--- src/rtl/bin_search_pkg.sv ---
// Shared types and default sizes for the binary-search datapath and its helpers.
package bin_search_pkg;

    localparam int DEF_ADDR_W = 5;
    localparam int DEF_DATA_W = 8;

    typedef enum logic [1:0] {
        CMP_LT = 2'd0,
        CMP_EQ = 2'd1,
        CMP_GT = 2'd2
    } cmp_t;

    function automatic cmp_t compare_words(input logic [63:0] data, input logic [63:0] ref_value);
        if (data == ref_value) begin
            return CMP_EQ;
        end else if (data < ref_value) begin
            return CMP_LT;
        end
        return CMP_GT;
    endfunction

endpackage

--- src/rtl/bin_search_mid.sv ---
// Combinational next-window calculator: narrows low/high around the probed mid
// and flags exhaustion before any bound would step outside the address range.
module bin_search_mid
    import bin_search_pkg::*;
#(
    parameter int ADDR_W = DEF_ADDR_W
) (
    input  logic [ADDR_W-1:0] low,
    input  logic [ADDR_W-1:0] high,
    input  logic [ADDR_W-1:0] mid,
    input  cmp_t              cmp,
    output logic [ADDR_W-1:0] new_low,
    output logic [ADDR_W-1:0] new_high,
    output logic [ADDR_W-1:0] new_mid,
    output logic              exhausted
);

    localparam logic [ADDR_W-1:0] ONE = ADDR_W'(1);

    // Exhaustion is decided on the old bounds, so the wrapped mid+1 / mid-1
    // values are never committed when the window would collapse past an edge.
    always_comb begin
        new_low   = low;
        new_high  = high;
        exhausted = 1'b0;
        unique case (cmp)
            CMP_LT: begin
                exhausted = (mid == high);
                new_low   = mid + ONE;
            end
            CMP_GT: begin
                exhausted = (mid == low);
                new_high  = mid - ONE;
            end
            default: begin
                new_low  = low;
                new_high = high;
            end
        endcase
    end

    // low<=high holds whenever the result is used, so the difference never wraps.
    always_comb begin
        new_mid = new_low + ((new_high - new_low) >> 1);
    end

endmodule

--- src/rtl/bin_search_datapath.sv ---
// Binary-search datapath: owns the search window, addresses the sorted RAM and
// reports the outcome back to the strobe-driven control FSM.
module bin_search_datapath
    import bin_search_pkg::*;
#(
    parameter int ADDR_W = DEF_ADDR_W,
    parameter int DATA_W = DEF_DATA_W
) (
    input  logic              clk,
    input  logic              reset,
    input  logic              clear,
    input  logic              hold,
    input  logic              comp,
    input  logic [DATA_W-1:0] target,
    input  logic [DATA_W-1:0] ram_rdata,
    output logic [ADDR_W-1:0] ram_addr,
    output logic              finish,
    output logic              found,
    output logic [ADDR_W-1:0] loc,
    output logic [ADDR_W-1:0] iter
);

    localparam logic [ADDR_W-1:0] ADDR_MAX = '1;
    localparam logic [ADDR_W-1:0] INIT_MID = ADDR_MAX >> 1;
    localparam logic [ADDR_W-1:0] ONE      = ADDR_W'(1);

    logic [ADDR_W-1:0] low;
    logic [ADDR_W-1:0] high;
    logic [ADDR_W-1:0] mid;
    logic [DATA_W-1:0] target_q;

    cmp_t              cmp;
    logic [ADDR_W-1:0] new_low;
    logic [ADDR_W-1:0] new_high;
    logic [ADDR_W-1:0] new_mid;
    logic              exhausted;

    always_comb begin
        cmp = compare_words(64'(ram_rdata), 64'(target_q));
    end

    bin_search_mid #(
        .ADDR_W(ADDR_W)
    ) u_mid (
        .low      (low),
        .high     (high),
        .mid      (mid),
        .cmp      (cmp),
        .new_low  (new_low),
        .new_high (new_high),
        .new_mid  (new_mid),
        .exhausted(exhausted)
    );

    // Reset and clear share the window initialisation; only clear samples target.
    always_ff @(posedge clk) begin
        if (reset) begin
            low      <= '0;
            high     <= ADDR_MAX;
            mid      <= INIT_MID;
            finish   <= 1'b0;
            found    <= 1'b0;
            loc      <= '0;
            iter     <= '0;
            target_q <= '0;
        end else if (clear) begin
            low      <= '0;
            high     <= ADDR_MAX;
            mid      <= INIT_MID;
            finish   <= 1'b0;
            found    <= 1'b0;
            loc      <= '0;
            iter     <= '0;
            target_q <= target;
        end else if (comp && !finish) begin
            iter <= iter + ONE;
            if (cmp == CMP_EQ) begin
                found  <= 1'b1;
                finish <= 1'b1;
                loc    <= mid;
            end else if (exhausted) begin
                finish <= 1'b1;
                found  <= 1'b0;
            end else begin
                low  <= new_low;
                high <= new_high;
                mid  <= new_mid;
            end
        end else if (hold) begin
            // RAM read of the current mid is in flight; the window stays frozen.
            low <= low;
        end
    end

    assign ram_addr = mid;

endmodule

--- config.mk ---
export PLATFORM = sky130hd
export DESIGN_NAME = bin_search_datapath
export DESIGN_NICKNAME = d
export VERILOG_FILES = /design/src/rtl/bin_search_pkg.sv /design/src/rtl/bin_search_mid.sv /design/src/rtl/bin_search_datapath.sv
export SDC_FILE = /design/constraint.sdc
export NUM_CORES = 1
export LEC_CHECK = 0
export BUFFER_PORTS_ARGS = -buffer_cell sky130_fd_sc_hd__buf_2
export CORE_AREA = 2 2 70 72
export CTS_CLUSTER_DIAMETER = 150
export DETAILED_ROUTE_END_ITERATION = 10
export DIE_AREA = 0 0 72 74
export PLACE_DENSITY = 0.76
export SLEW_MARGIN = 0
export SYNTH_ARGS = -nofsm -noshare
export SYNTH_HDL_FRONTEND = slang
export SYNTH_SLANG_ARGS = --single-unit
--- constraint.sdc ---
create_clock -name clk -period 5.8 [get_ports clk]
set_input_delay 1.16 -clock clk [delete_from_list [all_inputs] [get_ports clk]]
set_output_delay 1.16 -clock clk [all_outputs]
set_load 0.005 [all_outputs]
==> results.json, run 1 <==
{
  "busiest_layer": "met2",
  "grt_util_all_layers": 0.201,
  "rows": 25,
  "maxCapViolations": 0,
  "hold_depth": 2,
  "ios": 38,
  "synth_seq_cells": 35,
  "critical_path_arrival_ns": 4.93,
  "seq_area_frac_synth": 0.302,
  "crit_required_ns": 6.02,
  "cts_tree": "done",
  "synthCells": 267,
  "grt_antenna_before_repair": 0,
  "n_antenna_cell": 0,
  "finalSetupViolCount": 0,
  "vias": 1935,
  "gr-total-overflow": 0,
  "grt_pass1_vias": 1848,
  "async_flop_share": 0,
  "holdBufCountCts": 0,
  "yosysTopAreaCell": "dfxtp_1",
  "synth_edf_count": 0,
  "grtUsageMet1": 0.251,
  "cpMaxStageDelayCell": "fa_1",
  "wl_per_cell_um": 13.9,
  "postRouteAntennaNets": 0,
  "initial_utilization": 0.505,
  "synthesis.area_um2": 2320,
  "fmax_mhz": 212,
  "slew_violations": 0,
  "clock-root-buffer": "clkbuf_8",
  "finalPower_uw": 748,
  "ff2ff_setup_slack_ns": 1.67,
  "max-vdd-ir-drop_mv": 0.186,
  "p_seq_frac": 0.372,
  "layout.filler_cells": 409,
  "path_class": "in -> reg",
  "worst_r2r_endpoint": "ram_addr[4]$_SDFFE_PP0P_",
  "synth_warnings": 0,
  "wl_mm": 4.93,
  "path_max_fanout": 9,
  "worst_slew_pin_slew_ns": 1.14,
  "cts.sinks": 35,
  "cp_cell_sequence": "buf_2 > ha_1 > nand2_1 > o21ai_1 > nor2b_2 > nor2_1 > o21ai_0 > inv_1 > fa_1 > inv_1 > ha_1 > fa_1 > a21o_1 > a21oi_1 > xor2_1 > nand2_1 > mux2i_1",
  "grt_util_met3": 0.0407,
  "period_share": 0.813,
  "h-tree-depth": 2,
  "skew_ns": 0.00608,
  "p_clk_frac": 0.232,
  "synthDistinctLibCells": 45,
  "cts_resized": 0,
  "final_hold_viol_count": 0,
  "multi_input_area_um2": 1500,
  "ys_top_cells_by_count": "nor2_1, dfxtp_1, mux2i_1",
  "vias_per_cell": 5.45,
  "grt_start_max_net_pins": 24,
  "hpwl_mm": 3.69,
  "setup_tns_ns": 0,
  "reg2reg_from": "target_q[5]$_SDFFE_PP0P_",
  "die_area_um2": 5330,
  "cts_setup_buffers": 0,
  "drive_above_1_share": 0.213,
  "slowest_delay_ns": 0.55,
  "cp-end-kind": "register",
  "yosysMostFrequentCell": "nor2_1",
  "clockBufferDepth": 2,
  "port_buffers": 36,
  "p_leak_uw": 0.00116,
  "cp_top_family": "adder cells",
  "areaGrowthSynthToFinish_pct": 12.4,
  "coreArea_um2": 4600,
  "power.density_nw_per_um2": 287,
  "synthFlopType": "dfxtp_1",
  "drt-initial-drc-count": 76,
  "status": "completed",
  "clk_pin_slew_ns": 0.07,
  "critPathBufInv": 3,
  "clk_latency_ns": 0.29,
  "nets": 341,
  "r2r_cells": 17,
  "fin_crit_ns": 4.72,
  "power.switching_uw": 276,
  "min_path_type": "reg -> reg",
  "cts_buffers": 5,
  "detail_route.first_pass.iterations": 4,
  "slew_headroom": 0.236,
  "register_area_um2": 701,
  "hold_path_end": "low[3]$_SDFFE_PP0P_",
  "synth_area_leaders": "dfxtp_1, mux2i_1, ha_1",
  "start_kind": "input pin",
  "switching_share": 0.369,
  "die_h_um": 74,
  "fin_hold_ws_ns": 0.483,
  "die_w_um": 72,
  "p_int_uw": 473,
  "place_congestion": 0.868,
  "syn_nets": 308,
  "use_met2": 0.333,
  "min_from": "low[3]$_SDFFE_PP0P_",
  "power_frac_comb": 0.396,
  "avgSynthCellArea_um2": 8.70,
  "grt_pass1_wl_mm": 8.41,
  "rsz0062_at_grt": "no",
  "yosysTopAreaCellShare": 0.302,
  "drc": 0
}
==> tightest hold or removal path, delay by kind of cell (launching register included) <==
kind             cells  cell delay [ns]
multiplexers         1             0.05
AND/OR/NAND/NOR      1             0.06
flip-flops           1             0.33
==> flip-flops by register name, indices dropped and copies added, names as in the netlist <==
signal	cells
found	1
ram_addr	5
iter	5
finish	1
high	5
low	5
target_q	8
loc	5
==> layout by cell type, fill, tap and decap left out, types with 2 or more instances in the layout <==
cell type,n
a21o_1,4
xor2_1,9
ha_1,18
nor2b_1,4
dfxtp_1,35
and3_1,2
o211ai_2,3
clkbuf_8,5
fa_1,2
mux2_2,2
inv_1,17
a21oi_1,13
o21ai_1,4
mux2i_1,27
nor2_1,41
nor3_1,2
nand4_1,4
buf_2,36
xnor2_1,8
o211ai_1,3
nand3_1,6
o21ai_0,10
o2111ai_2,2
buf_4,2
nand2_1,19
==> cell type report <==
| class | count | share of cell area |
|---|---|---|
| timing repair buffer | 38 | 0.0748 |
| tap | 54 | 0.0259 |
| multi-input combinational | 203 | 0.574 |
| inverter | 17 | 0.0244 |
| clock inverter | 2 | 0.00479 |
| clock buffer | 6 | 0.0278 |
| sequential | 35 | 0.268 |
==> cells by family after synthesis <==
kind of cell | count (synthesis) | share of synthesized area
AOI/OAI and AO/OA | 48 | 0.149
xor gates and xnor gates | 17 | 0.0641
adders and majority gates | 20 | 0.114
buffers and inverters | 29 | 0.0533
DFF | 35 | 0.302
muxes | 29 | 0.126
and+or+nand+nor | 89 | 0.192
==> metrics by stage <==
stage | instance area [um2] | util | cells | setup slack, ns
2_1_floorplan | 2320 | - | 267 | 1.28
3_3_place_gp | 2520 | 0.549 | 347 | 0.885
3_5_place_dp | 2520 | 0.549 | 347 | 0.791
4_1_cts | 2610 | 0.568 | 355 | 1.07
5_1_grt | 2610 | 0.568 | 355 | 0.721
6_report | 2610 | 0.568 | 355 | 1.08
==> power by group through the flow <==
stage | combinational (uW) | sequential (uW) | clock [uW]
2_1_floorplan | 245 | 270 | 0
3_3_place_gp | 288 | 283 | 0
3_5_place_dp | 294 | 283 | 0
4_1_cts | 297 | 278 | 176
5_1_grt | 336 | 280 | 186
6_report | 297 | 278 | 174
==> how the worst max path moves through the flow <==
| stage | from | to | slack (ns) | cells after the start |
|---|---|---|---|---|
| 6_report | ram_rdata[7] | ram_addr[4]$_SDFFE_PP0P_ | 1.08 | 17 |
| 5_1_grt | ram_rdata[7] | ram_addr[4]$_SDFFE_PP0P_ | 0.72 | 19 |
| 4_1_cts | ram_rdata[7] | ram_addr[4]$_SDFFE_PP0P_ | 1.07 | 17 |
| 3_5_place_dp | ram_rdata[7] | ram_addr[4]$_SDFFE_PP0P_ | 0.79 | 17 |
| 3_3_place_gp | ram_rdata[7] | ram_addr[4]$_SDFFE_PP0P_ | 0.89 | 17 |
| 2_1_floorplan | ram_rdata[1] | ram_addr[4]$_SDFFE_PP0P_ | 1.28 | 16 |
==> layer usage <==
layer | wire (um) | vias up | part of all wire
li1 | - | 988 | -
met1 | 2210 | 881 | 0.45
met2 | 2340 | 51 | 0.47
met3 | 221 | 15 | 0.045
met4 | 164 | 0 | 0.033
met5 | 0 | - | 0
(Power assumes the default switching activity.)
==> run 2, diff against run 1 <==
--- a/config.mk
+++ b/config.mk
@@ -6,11 +6,11 @@
 export NUM_CORES = 1
 export LEC_CHECK = 0
 export BUFFER_PORTS_ARGS = -buffer_cell sky130_fd_sc_hd__buf_2
-export CORE_AREA = 2 2 70 72
+export CORE_AREA = 2 2 71 73
 export CTS_CLUSTER_DIAMETER = 150
 export DETAILED_ROUTE_END_ITERATION = 10
-export DIE_AREA = 0 0 72 74
-export PLACE_DENSITY = 0.76
+export DIE_AREA = 0 0 73 75
+export PLACE_DENSITY = 0.77
 export SLEW_MARGIN = 0
 export SYNTH_ARGS = -nofsm -noshare
 export SYNTH_HDL_FRONTEND = slang
==> constraint.sdc (replaced) <==
create_clock -name clk -period 3.9 [get_ports clk]
set_input_delay 0.78 -clock clk [delete_from_list [all_inputs] [get_ports clk]]
set_output_delay 0.78 -clock clk [all_outputs]
set_load 0.005 [all_outputs]
==> run 2 against run 1 <==
Compared with the run above: critical endpoint unchanged; setup slack got worse by 0.97 ns; register-to-register slack got worse by 1.3 ns; worst hold slack better by 0.0011 ns; sequential power rose by 48%.
==> results.json, run 2 (synthesis gave the netlist of run 1 again) <==
{
  "clk_latency_ns": 0.28,
  "areaGrowthSynthToFinish_pct": 27.5,
  "path_class": "in -> reg",
  "reg2reg_from": "target_q[2]$_SDFFE_PP0P_",
  "layout.filler_cells": 388,
  "cp-end-kind": "register",
  "wl_per_cell_um": 14.6,
  "finalPower_uw": 1270,
  "coreArea_um2": 4660,
  "finalWorstSetupSlack_ns": 0.114,
  "slew_headroom": 0.418,
  "preCtsSetupSlack_ns": -0.333,
  "status": "completed",
  "rsz0062_at_grt": "yes",
  "grt_antenna_before_repair": 0,
  "cpMaxStageDelayCell": "fa_2",
  "multi_input_area_um2": 1630,
  "critPathBufInv": 3,
  "drc": 0,
  "port_buffers": 36,
  "die_w_um": 73,
  "vias_per_cell": 5.44,
  "fin_hold_ws_ns": 0.484,
  "wl_mm": 5.59,
  "crit_top_cell": "fa_2",
  "path_max_fanout": 4,
  "nets": 369,
  "vias": 2077,
  "crit_required_ns": 4.11,
  "final_common_cell": "nor2_1",
  "clock-root-buffer": "clkbuf_8",
  "slew_violations": 0,
  "grt_pass1_vias": 1973,
  "final_hold_viol_count": 0,
  "cp_top_family": "adder cells",
  "grt_start_max_net_pins": 24,
  "gr-total-overflow": 0,
  "skew_ns": 0.00203,
  "period_share": 0.971,
  "fmax_mhz": 264,
  "die_h_um": 75,
  "drt-initial-drc-count": 131,
  "max-vdd-ir-drop_mv": 0.184,
  "initial_utilization": 0.498,
  "cts_buffers": 5,
  "postPlaceCellArea_um2": 2780,
  "die_area_um2": 5480,
  "register_area_um2": 701,
  "grt_pass1_wl_mm": 8.91,
  "critical_path_arrival_ns": 4.00,
  "cts.sinks": 35,
  "crit_path_start": "ram_rdata[2]",
  "postRouteAntennaNets": 0,
  "maxCapViolations": 0,
  "finalSetupViolCount": 0,
  "ios": 38,
  "hpwl_mm": 4.05,
  "min_from": "low[4]$_SDFFE_PP0P_",
  "p_leak_uw": 0.00132,
  "setup_tns_ns": 0,
  "fin_crit_ns": 3.79,
  "n_antenna_cell": 0,
  "min_path_type": "reg -> reg",
  "clk_pin_slew_ns": 0.07,
  "clockBufferDepth": 2,
  "slowest_delay_ns": 0.51,
  "h-tree-depth": 2,
  "worst_slew_pin_slew_ns": 0.867,
  "cp_cell_sequence": "buf_2 > ha_4 > nand4_1 > buf_4 > nor2_4 > a211o_1 > nand3_1 > and3_4 > fa_2 > inv_1 > ha_2 > fa_2 > a21o_1 > a21oi_2 > xor2_1 > nand2_1 > mux2i_1",
  "place_congestion": 0.851,
  "detail_route.first_pass.iterations": 4,
  "grt_util_all_layers": 0.211,
  "mostFrequentLayoutCells": "nor2_1, dfxtp_1, buf_2",
  "start_kind": "input pin",
  "cts_tree": "done",
  "final_cell_area_um2": 2960,
  "largest_reg_flops": 8,
  "power.density_nw_per_um2": 427,
  "top_register": "target_q",
  "rows": 25,
  "drive_above_1_share": 0.348
}
run 2: cell count changes in the layout (fill, tap and decap cells not counted), sizes merged:
| cell | before | now |
|---|---|---|
| buf | 38 | 66 |
| clkinvlp | 1 | 0 |
run 2: final cells by class:
class                      count  area share
clock inverter                 1     0.00169
tap                           54      0.0228
sequential                    35       0.237
multi-input combinational    203       0.550
inverter                      17      0.0216
clock buffer                   6      0.0279
timing repair buffer          66       0.139
run 2: repair_timing:
item,4_1_cts,5_1_grt
endpoints found under the setup margin,1,2
setup buffers,0,2
pin swaps,6,10
gates resized for setup,0,20
hold buffers,0,0
run 2: power breakdown:
group          internal, uW  switching [uW]
combinational           301             288
sequential              378            33.1
clock                   138             127
run 2: tightest hold or removal path, stage by stage (launching register included):
cell and delay (ns):
dfxtp_1 0.33, nand2_1 0.06, mux2i_1 0.05
run 2: metal layers:
metal / GRT usage / share of wire
met1: 0.264 / 0.43
met2: 0.364 / 0.50
met3: 0.0442 / 0.051
met4: 0.0638 / 0.014
met5: 0 / 0
run 2: final timing paths:
path	cells past startpoint	slack, ns	endpoint
setup / recovery	17	0.11	ram_addr[4]$_SDFFE_PP0P_
hold reg to reg	2	0.48	low[4]$_SDFFE_PP0P_
setup reg to reg	17	0.32	ram_addr[4]$_SDFFE_PP0P_
hold / removal	2	0.48	low[4]$_SDFFE_PP0P_
run 2: stage by stage:
step,utilization,instances
after CTS,0.614,380
after floorplan,-,267
final,0.635,382
after global placement,0.596,373
after detailed placement,0.596,373
after global routing,0.635,382
==> run 3, diff against run 2 <==
--- a/config.mk
+++ b/config.mk
@@ -6,10 +6,11 @@
 export NUM_CORES = 1
 export LEC_CHECK = 0
 export BUFFER_PORTS_ARGS = -buffer_cell sky130_fd_sc_hd__buf_2
-export CORE_AREA = 2 2 71 73
+export CORE_AREA = 2 2 51 101
 export CTS_CLUSTER_DIAMETER = 150
+export CTS_CLUSTER_SIZE = 14
 export DETAILED_ROUTE_END_ITERATION = 10
-export DIE_AREA = 0 0 73 75
+export DIE_AREA = 0 0 53 103
 export PLACE_DENSITY = 0.77
 export SLEW_MARGIN = 0
 export SYNTH_ARGS = -nofsm -noshare
==> run 3 against run 2 <==
Compared with the run above: count of clock-buffer cells in the layout down 1; register-to-register slack hardly changed; sequential power barely moved; setup slack improved by 0.0073 ns; sequential cell count stayed put; non-clock buffer count grew 9; sequential share of layout area shrank 0.71 points; clock skew rose by 0.0033 ns; combinational power grew 9.2%; final area rose by 3.1%; critical path depth rose by 1.
==> results.json, run 3 (synthesis gave the netlist of run 1 again) <==
{
  "coreArea_um2": 4730,
  "min_path_type": "reg -> reg",
  "cts_tree": "done",
  "die_h_um": 103,
  "register_area_um2": 701,
  "crit_required_ns": 4.13,
  "grt_pass1_vias": 2145,
  "largest_reg_flops": 8,
  "mostFrequentLayoutCells": "nor2_1, buf_4, buf_2",
  "clk_latency_ns": 0.29,
  "drive_above_1_share": 0.373,
  "skew_ns": 0.00529,
  "path_max_fanout": 5,
  "grt_util_all_layers": 0.231,
  "drc": 0,
  "postRouteAntennaNets": 0,
  "layout.filler_cells": 395,
  "power.density_nw_per_um2": 434,
  "wl_per_cell_um": 14.7,
  "h-tree-depth": 2,
  "multi_input_area_um2": 1650,
  "clock-root-buffer": "clkbuf_8",
  "vias": 2135,
  "final_hold_viol_count": 0,
  "fmax_mhz": 265,
  "finalWorstSetupSlack_ns": 0.122,
  "n_antenna_cell": 0,
  "nets": 378,
  "gr-total-overflow": 0,
  "initial_utilization": 0.491,
  "grt_antenna_before_repair": 0,
  "finalPower_uw": 1320,
  "port_buffers": 36,
  "period_share": 0.969,
  "die_w_um": 53,
  "top_register": "target_q",
  "fin_crit_ns": 3.78,
  "grt_start_max_net_pins": 24,
  "drt-initial-drc-count": 45,
  "wl_mm": 5.81,
  "status": "completed",
  "cp-end-kind": "register",
  "die_area_um2": 5460,
  "slew_violations": 0,
  "clockBufferDepth": 2,
  "place_congestion": 0.871,
  "start_kind": "input pin",
  "grt_pass1_wl_mm": 9.42,
  "worst_slew_pin_slew_ns": 0.555,
  "cts_buffers": 5,
  "reg2reg_from": "target_q[1]$_SDFFE_PP0P_",
  "max-vdd-ir-drop_mv": 0.385,
  "clk_pin_slew_ns": 0.07,
  "hpwl_mm": 4.37,
  "min_from": "low[0]$_SDFFE_PP0P_",
  "maxCapViolations": 0,
  "finalSetupViolCount": 0,
  "preCtsSetupSlack_ns": -0.269,
  "critical_path_arrival_ns": 4.00,
  "rows": 36,
  "slew_headroom": 0.630,
  "cts.sinks": 35,
  "ios": 38,
  "path_class": "in -> reg",
  "p_leak_uw": 0.00137,
  "vias_per_cell": 5.41,
  "detail_route.first_pass.iterations": 4,
  "crit_path_start": "ram_rdata[1]",
  "areaGrowthSynthToFinish_pct": 31.4
}
run 3: cell count changes in the layout (fill, tap and decap cells not counted), sizes merged:
| cell | change |
|---|---|
| buf | +9 |
| clkinvlp | +2 |
| clkbuf | -1 |
| inv | +1 |
| clkinv | -1 |
run 3: area by class of cell:
type / count / area share
clock buffers: 5 / 0.0226
multi-input cells: 203 / 0.541
flip-flops and latches: 35 / 0.230
well taps: 57 / 0.0234
inverters: 17 / 0.0209
clock inverters: 3 / 0.00779
repair buffers: 75 / 0.155
run 3: power by group:
part,leakage [uW],internal (uW),total (uW),switching [uW]
Combinational,0.00104,334,643,309
Sequential,0.000285,378,414,36.0
Clock,0.0000408,128,269,141
Total,0.00137,839,1320,486
run 3: path summary, 6_finish.rpt:
check | end | slack [ns] | cells past startpoint
worst min-delay path | low[0]$_SDFFE_PP0P_ | 0.49 | 2
worst max register to register | ram_addr[4]$_SDFFE_PP0P_ | 0.31 | 17
worst min register to register | low[0]$_SDFFE_PP0P_ | 0.49 | 2
worst max-delay path | ram_addr[3]$_SDFFE_PP1P_ | 0.12 | 18
run 3: routing by layer:
layer | vias to the layer above | GRT usage | part of all wire
li1 | 1061 | - | -
met1 | 1026 | 0.259 | 0.39
met2 | 37 | 0.415 | 0.55
met3 | 11 | 0.0362 | 0.032
met4 | 0 | 0.0986 | 0.021
met5 | - | 0 | 0
run 3: through the flow:
step                      hold WS [ns]   util  instances  TNS (ns)  cell area (um2)
after global routing             0.520  0.645        395   -0.0109             3050
after floorplan                  0.445      -        267    -0.113             2380
after global placement           0.462  0.599        383    -0.471             2830
after CTS                        0.492  0.619        391         0             2930
final                            0.494  0.645        395         0             3050
after detailed placement         0.470  0.599        383    -0.653             2830
run 3: worst max-delay path, cell delays in order:
cell	delay, ns
buf_2	0.11
ha_4	0.26
nor2b_4	0.13
o211ai_2	0.10
buf_4	0.16
a211oi_4	0.34
nor2_4	0.10
buf_4	0.15
o21ai_1	0.26
ha_1	0.32
buf_4	0.14
xor2_1	0.15
ha_1	0.30
buf_4	0.15
a21oi_1	0.22
xnor2_2	0.15
nor2_1	0.06
mux2i_1	0.12
run 3: repair_timing:
action / CTS / global route
gates resized for setup: 0 / 22
setup buffers: 0 / 4
hold buffers: 0 / 0
endpoints found under the setup margin: 0 / 3
endpoints found under the hold margin: 0 / 0
